File: src/rtl/resonator_dds_mul_arbiter.sv
// resonator_dds_mul_arbiter: round-robin arbiter sharing one 2-stage signed
// 16x16 multiplier among NUM_REQ requesters, with the requester ID carried
// alongside the product and full backpressure from the output.
// Optional feature macro: RESONATOR_DDS_MUL_ARB_PRIO0_EN (requester 0 gets
// strict priority; others round-robin among themselves).

module resonator_dds_mulg8j (
   input  logic               clk,
   input  logic               ce_i,
   input  logic signed [15:0] a_i,
   input  logic signed [15:0] b_i,
   output logic signed [31:0] p_o
);
   logic signed [15:0] a_q;
   logic signed [15:0] b_q;
   logic signed [31:0] p_q;

   // operand stage then product stage; no reset, contents are qualified by the tag pipe
   always_ff @(posedge clk) begin
      if (ce_i) begin
         a_q <= a_i;
         b_q <= b_i;
         p_q <= a_q * b_q;
      end
   end

   assign p_o = p_q;
endmodule

module resonator_dds_mul_arbiter #(
   parameter int NUM_REQ = 4,
   parameter int ID_W    = $clog2(NUM_REQ)
) (
   input  logic                    clk,
   input  logic                    reset,
   input  logic [NUM_REQ-1:0]      req_valid,
   output logic [NUM_REQ-1:0]      req_ready,
   input  logic [16*NUM_REQ-1:0]   req_a,
   input  logic [16*NUM_REQ-1:0]   req_b,
   output logic                    out_valid,
   input  logic                    out_ready,
   output logic [31:0]             out_p,
   output logic [ID_W-1:0]         out_id
);
   logic               adv;
   logic               hs;
   logic               gnt_found;
   logic [ID_W-1:0]    gnt_idx;
   logic signed [15:0] sel_a;
   logic signed [15:0] sel_b;
   logic signed [31:0] prod;

   logic               v1_q,  v1_d;
   logic               v2_q,  v2_d;
   logic [ID_W-1:0]    id1_q, id1_d;
   logic [ID_W-1:0]    id2_q, id2_d;
   logic [ID_W-1:0]    rr_q,  rr_d;

   // the whole pipe moves only when the output slot is empty or being drained
   assign adv = !v2_q || out_ready;
   assign hs  = adv && gnt_found && !reset;

   // grant: first valid requester at or after rr_ptr, searching upward with wrap
   always_comb begin
      int              j;
      logic [ID_W-1:0] idx;
      gnt_found = 1'b0;
      gnt_idx   = '0;
      j         = 0;
      idx       = '0;
      for (int k = 0; k < NUM_REQ; k++) begin
         j = int'(rr_q) + k;
         if (j >= NUM_REQ) j = j - NUM_REQ;
         idx = ID_W'(j);
         if (!gnt_found && req_valid[idx]) begin
            gnt_found = 1'b1;
            gnt_idx   = idx;
         end
      end
`ifdef RESONATOR_DDS_MUL_ARB_PRIO0_EN
      if (req_valid[0]) begin
         gnt_found = 1'b1;
         gnt_idx   = '0;
      end
`endif
   end

   // operand mux for the granted requester
   always_comb begin
      sel_a = '0;
      sel_b = '0;
      for (int i = 0; i < NUM_REQ; i++) begin
         if (gnt_idx == ID_W'(i)) begin
            sel_a = req_a[16*i +: 16];
            sel_b = req_b[16*i +: 16];
         end
      end
   end

   assign req_ready = hs ? (NUM_REQ'(1) << gnt_idx) : '0;

   // next state for the tag pipe and the round-robin pointer
   always_comb begin
      v1_d  = v1_q;
      v2_d  = v2_q;
      id1_d = id1_q;
      id2_d = id2_q;
      rr_d  = rr_q;
      if (adv) begin
         v2_d  = v1_q;
         id2_d = id1_q;
         v1_d  = hs;
         if (hs) id1_d = gnt_idx;
      end
      if (hs) begin
`ifdef RESONATOR_DDS_MUL_ARB_PRIO0_EN
         if (gnt_idx != '0)
            rr_d = (gnt_idx == ID_W'(NUM_REQ-1)) ? '0 : gnt_idx + 1'b1;
`else
         rr_d = (gnt_idx == ID_W'(NUM_REQ-1)) ? '0 : gnt_idx + 1'b1;
`endif
      end
   end

   // control registers; reset wins over any simultaneous handshake
   always_ff @(posedge clk) begin
      if (reset) begin
         v1_q  <= 1'b0;
         v2_q  <= 1'b0;
         id1_q <= '0;
         id2_q <= '0;
         rr_q  <= '0;
      end else begin
         v1_q  <= v1_d;
         v2_q  <= v2_d;
         id1_q <= id1_d;
         id2_q <= id2_d;
         rr_q  <= rr_d;
      end
   end

   resonator_dds_mulg8j u_mul (
      .clk  (clk),
      .ce_i (adv),
      .a_i  (sel_a),
      .b_i  (sel_b),
      .p_o  (prod)
   );

   assign out_valid = v2_q;
   assign out_id    = id2_q;
   assign out_p     = v2_q ? prod : 32'd0;
endmodule
File: config.mk
export PLATFORM = sky130hd
export DESIGN_NAME = resonator_dds_mul_arbiter
export DESIGN_NICKNAME = d
export VERILOG_FILES = /design/src/rtl/resonator_dds_mul_arbiter.sv
export SDC_FILE = /design/constraint.sdc
export NUM_CORES = 1
export LEC_CHECK = 0
export ABC_AREA = 1
export BUFFER_PORTS_ARGS = -buffer_cell sky130_fd_sc_hd__buf_2
export CORE_MARGIN = 4
export CORE_UTILIZATION = 61
export CTS_BUF_LIST = sky130_fd_sc_hd__clkbuf_4 sky130_fd_sc_hd__clkbuf_8
export DETAILED_ROUTE_END_ITERATION = 8
export PLACE_DENSITY = 0.83
export SETUP_SLACK_MARGIN = 0.1
export SLEW_MARGIN = 30
export SYNTH_ARGS = -nofsm -noshare
export SYNTH_HDL_FRONTEND = slang
export SYNTH_HIERARCHICAL = 1
export SYNTH_SLANG_ARGS = --single-unit
export TNS_END_PERCENT = 100
File: constraint.sdc
create_clock -name clk -period 8.1 [get_ports clk]
set_clock_uncertainty 0.2 [all_clocks]
set_input_delay 0.81 -clock clk [delete_from_list [all_inputs] [get_ports clk]]
set_output_delay 0.81 -clock clk [all_outputs]
set_load 0.1 [all_outputs]
* After elaboration in Yosys (flattened, before gate mapping)
Index checks and enable logic that the tools add are counted.
** Cells by class
- Add/sub/neg operators :: 8
- Multiply operators :: 1
- Divide/modulo/power cells :: 0
- Order comparisons :: 8
- Equality and inequality tests :: 3
- Shift operators :: 1
- Mux-type cells :: 31
- Bitwise operators :: 0
- Reductions and logical operators :: 13
** Operators with widths (number)
- $mux W16 :: 8
- $mul A16 B16 Y32 :: 1
- $mux W32 :: 1
- $mux W2 :: 9
- $lt A2 B3 Y1 const B :: 4
- $ge A3 B3 Y1 const B :: 3
- $bmux W1 S2 :: 4
- $mux W1 :: 8
- $sub A2 B1 Y2 const B :: 4
- $add A2 B2 Y3 const B :: 2
- $logic_and A1 B1 Y1 :: 5
- $logic_not A1 Y1 :: 5
- $eq A2 B2 Y1 const B :: 2
- $mux W4 :: 1
- $shl A1 B2 Y4 const A :: 1
- $add A2 B1 Y3 const B :: 1
- $ge A2 B3 Y1 const B :: 1
- $add A2 B1 Y2 const B :: 1
- $eq A2 B1 Y1 const B :: 1
- $logic_not A2 Y1 :: 1
- $reduce_and A2 Y1 :: 1
- $logic_or A1 B1 Y1 :: 1
** Word-level totals
- Register bits :: 72
- Latch bits :: 0
- Bits in writable memories :: 0
- Bits in read-only memories :: 0
- Input bits :: 135
- Output and inout bits :: 39
- Word-level logic and storage cells :: 73
- Memories :: 0

* Logic depth before layout (Yosys ltp)
- Depth in word-level cells :: 19
- Depth in mapped cells :: 26

* Hierarchy
The synthesis kept the hierarchy.
** By module, submodules not included
- resonator_dds_mulg8j :: instances 1, cells an instance 1532, area each 12698.4 µm²
- resonator_dds_mul_arbiter :: instances 1, cells an instance 328, area each 1843.0 µm²

* Least setup slack after synthesis
OpenSTA, ideal clock, no wires.
- Kind :: register to register
- From :: register u_mul.a_q[15]
- To :: register u_mul.p_q[31], in the netlist u_mul/p_o[31] (data pin)
- Setup time :: 0.252 ns
- Data arrival time :: 5.313 ns
- Path slack :: 2.335 ns
- Stages on the path, launching flop included :: 22
- Cell sequence :: edfxtp_1 > clkbuf_1 > nand2_1 > inv_1 > fa_1 > fa_1 > inv_1 > fa_1 > fa_1 > fa_1 > fa_1 > inv_1 > ha_1 > nand2_1 > nor2_1 > nand3_1 > nor3_1 > nand2_1 > inv_1 > nor2_1 > nand2_1 > nand2_1
** Between the ends
- Cells in the longest elaborated chain, start to end :: 1
** Ends and longest elaborated chain
- start: declaration :: RTL line 14 : logic signed [15:0] a_q;
- start signal: assignment :: RTL line 21 : a_q <= a_i;
- $mul A16 B16 Y32 :: RTL line 23 : p_q <= a_q * b_q;
- end signal: assignment :: RTL line 23
- end: declaration :: RTL line 16 : logic signed [31:0] p_q;
Every way passes these cells.
A chain may end at the register's enable or synchronous reset.

* Worst setup path after layout
- From :: register u_mul.b_q[1]
- To :: register u_mul.p_q[31], in the netlist u_mul/p_o[31] (data pin)
** Between the ends
- Cells in the longest elaborated chain, start to end :: 1
** Ends and longest elaborated chain
- start: declaration :: RTL line 15 : logic signed [15:0] b_q;
- start signal: assignment :: RTL line 22 : b_q <= b_i;
- $mul A16 B16 Y32 :: RTL line 23
Every way passes these cells.

==> metrics <==
status completed; initial antenna violation count 0; Tot GR Track Use 28.39%; CTS Root Cell clkbuf_8; CP Capture Type flop; CP Class reg2reg; Least-Margin Pin Slew 767.8 ps; CTS tree built; Final nets 2445; Worst EP required 8030 ps; RSZ-0062 raised after global routing false; DRT antenna net count 0; yosys warns 6; CTS buffer count 9; total grt overflow 0; Area Overhead vs Synth 8.071%; Syn Nets 2343; Syn Std Cell Area 14540 sq um; share of post-route cells with drive strength above 1 11.74%; # DRC 0; Crit Path Max Fanout 16; clk buf depth 2; WP data arrival 6250 ps; num rows 56; setup TNS 0 ps; drt total wl 35710 um; final hold violation count 0; vias in the first global route 12.86k; Syn Inst Count 1860; final worst path period share 78.01%; fmax 158.3 MHz; area leader, netlist fa_1; max_cap viols 0; fin. max-slew vios 0; post-synth top area share 36.07%; register bit total from synthesis 72; RD Place Congestion 0.9058; # IOs 174; Mapped Avg Cell Area 7.818 sq um; CP Launch Type flop; Inserted Diodes 0; first-pass GRT wire length 59890 um; vias per cell 5.310; largest net degree at the start of global routing 66; Via Count 12.14k; Post-CTS Setup Bufs 0; sequential fraction of the synthesis area 14.32%; DR pass1 iterations 8; worst skew pair latency 380 ps; post_cts resized 0; min cycle time layout 6318 ps; CTS Hold Buffers Added 0; synth unique cells 37; die area 26370 sq um; 1st-iter DRT viols 865; PortBufs 173; clock-pin slew on the worst setup and hold paths 110 ps; Die Wd 162.4 um; final setup vio count 0; max_slew headroom 48.69%; hold crit path type reg2reg; Area contributors post-synth fa_1 36%, inv_1 14%, edfxtp_1 13%; Core Box Area 23470 sq um; Starting Density 61.95%; DP HPWL 29460 um; clk sinks 72; H-tree depth 3; Die Y-Extent 162.4 um; Avg WL per Cell 15.62 um
==> critical path, cell delays in order, from the launching register on <==
cell	delay, ps
edfxtp_1	640
nand2_1	220
inv_1	100
fa_1	630
fa_1	860
inv_1	170
fa_1	510
fa_1	570
fa_1	430
fa_1	490
inv_1	40
ha_1	360
nand2_1	110
nor2_1	170
nand3_1	110
nor3_1	150
nand2_1	100
inv_1	60
nor2_1	30
nand2_1	40
nand2_1	50
==> Yosys cell counts <==
cell type and number:
nor2_4 2, nor2_1 92, buf_2 3, nand3_1 44
o21a_1 2, inv_2 3, o21ai_1 2, xor2_1 17
o21bai_1 4, nand2_4 4, inv_1 526, dfxtp_1 8
o21ai_2 2, inv_4 1, nand2_8 1, nor3_2 1
nand2_2 11, o21ai_0 8, o31ai_1 33, nand4_1 12
fa_1 262, buf_6 1, nand3_4 1, nor2_8 1
nand3b_1 4, xnor2_1 2, nand2_1 510, a21o_1 1
ha_1 86, or2_2 3, clkbuf_1 81, nand3_2 2
edfxtp_1 64, a21oi_1 26, nor3_1 7, a221oi_1 32
a21oi_2 1
==> sequential cells by signal, indices dropped and copies added (netlist names) <==
register / flops
id1_q: 2
u_mul/b_q: 16
out_id: 2
v1_q: 1
out_valid: 1
u_mul/p_o: 32
u_mul/a_q: 16
rr_q: 2
==> routing by layer <==
layer	up-vias	track usage, %	wire (um)
li1	5636	-	-
met1	5870	35.19	13340
met2	537	50.28	18330
met3	95	3.619	2626
met4	0	12.03	1409
met5	-	0	0
==> kinds of logic (layout without fill, tap and decap cells) <==
logic type               Yosys count  count (layout)  share of synthesized area [%]
buffers and inverters            615             722                          15.97
XOR/XNOR                          19              19                          1.144
AO/OA/AOI/OAI                    111             111                          5.412
AND/OR/NAND/NOR                  695             695                          19.69
adder cells (fa/ha/maj)          348             348                          43.47
flip-flops                        72              72                          14.32
==> worst paths after layout <==
path	endpoint	slack, ps	startpoint	depth (start not counted)
worst min register to register	out_id[1]	240	id1_q[1]	2
worst min-delay path	out_id[1]	240	id1_q[1]	2
worst max register to register	u_mul/p_o[31]	1780	u_mul/b_q[1]	20
worst max-delay path	u_mul/p_o[31]	1780	u_mul/b_q[1]	20
==> per-stage QoR <==
step / util (%) / cells / cell area (sq um) / setup WS (ps) / hold slack, ps
global route: 66.95 / 2286 / 15720 / 1323 / 277.7
detailed placement: 66.09 / 2270 / 15510 / 1831 / 239.8
global placement: 66.05 / 2270 / 15500 / 1963 / 228.5
finish: 66.95 / 2286 / 15720 / 1782 / 240.4
floorplan: - / 1860 / 14540 / 2335 / 219.6
CTS: 66.95 / 2286 / 15720 / 1798 / 239.3
==> cell usage in the layout, fill, tap and decap left out, types with 8 or more instances in the layout <==
master,instances
a21oi_1,26
a221oi_1,32
buf_2,173
clkbuf_8,9
dfxtp_1,8
edfxtp_1,64
fa_1,262
ha_1,83
inv_1,524
nand2_1,510
nand2_2,11
nand3_1,44
nand4_1,12
nor2_1,91
o21ai_0,8
o31ai_1,33
xor2_1,17
==> final cells by class <==
class                   count  area, sq um
clock buffers               9        123.9
repair buffers            176        888.4
flip-flops and latches     72         2082
fillers                  1957         7757
inverters                 530         1992
multi-input cells        1173        10150
well taps                 319        399.1
clock inverters             7        77.57
Power is left out: the tool's default activity adds up to more than one toggle a clock period on the data nets, which glitch-free logic cannot reach.
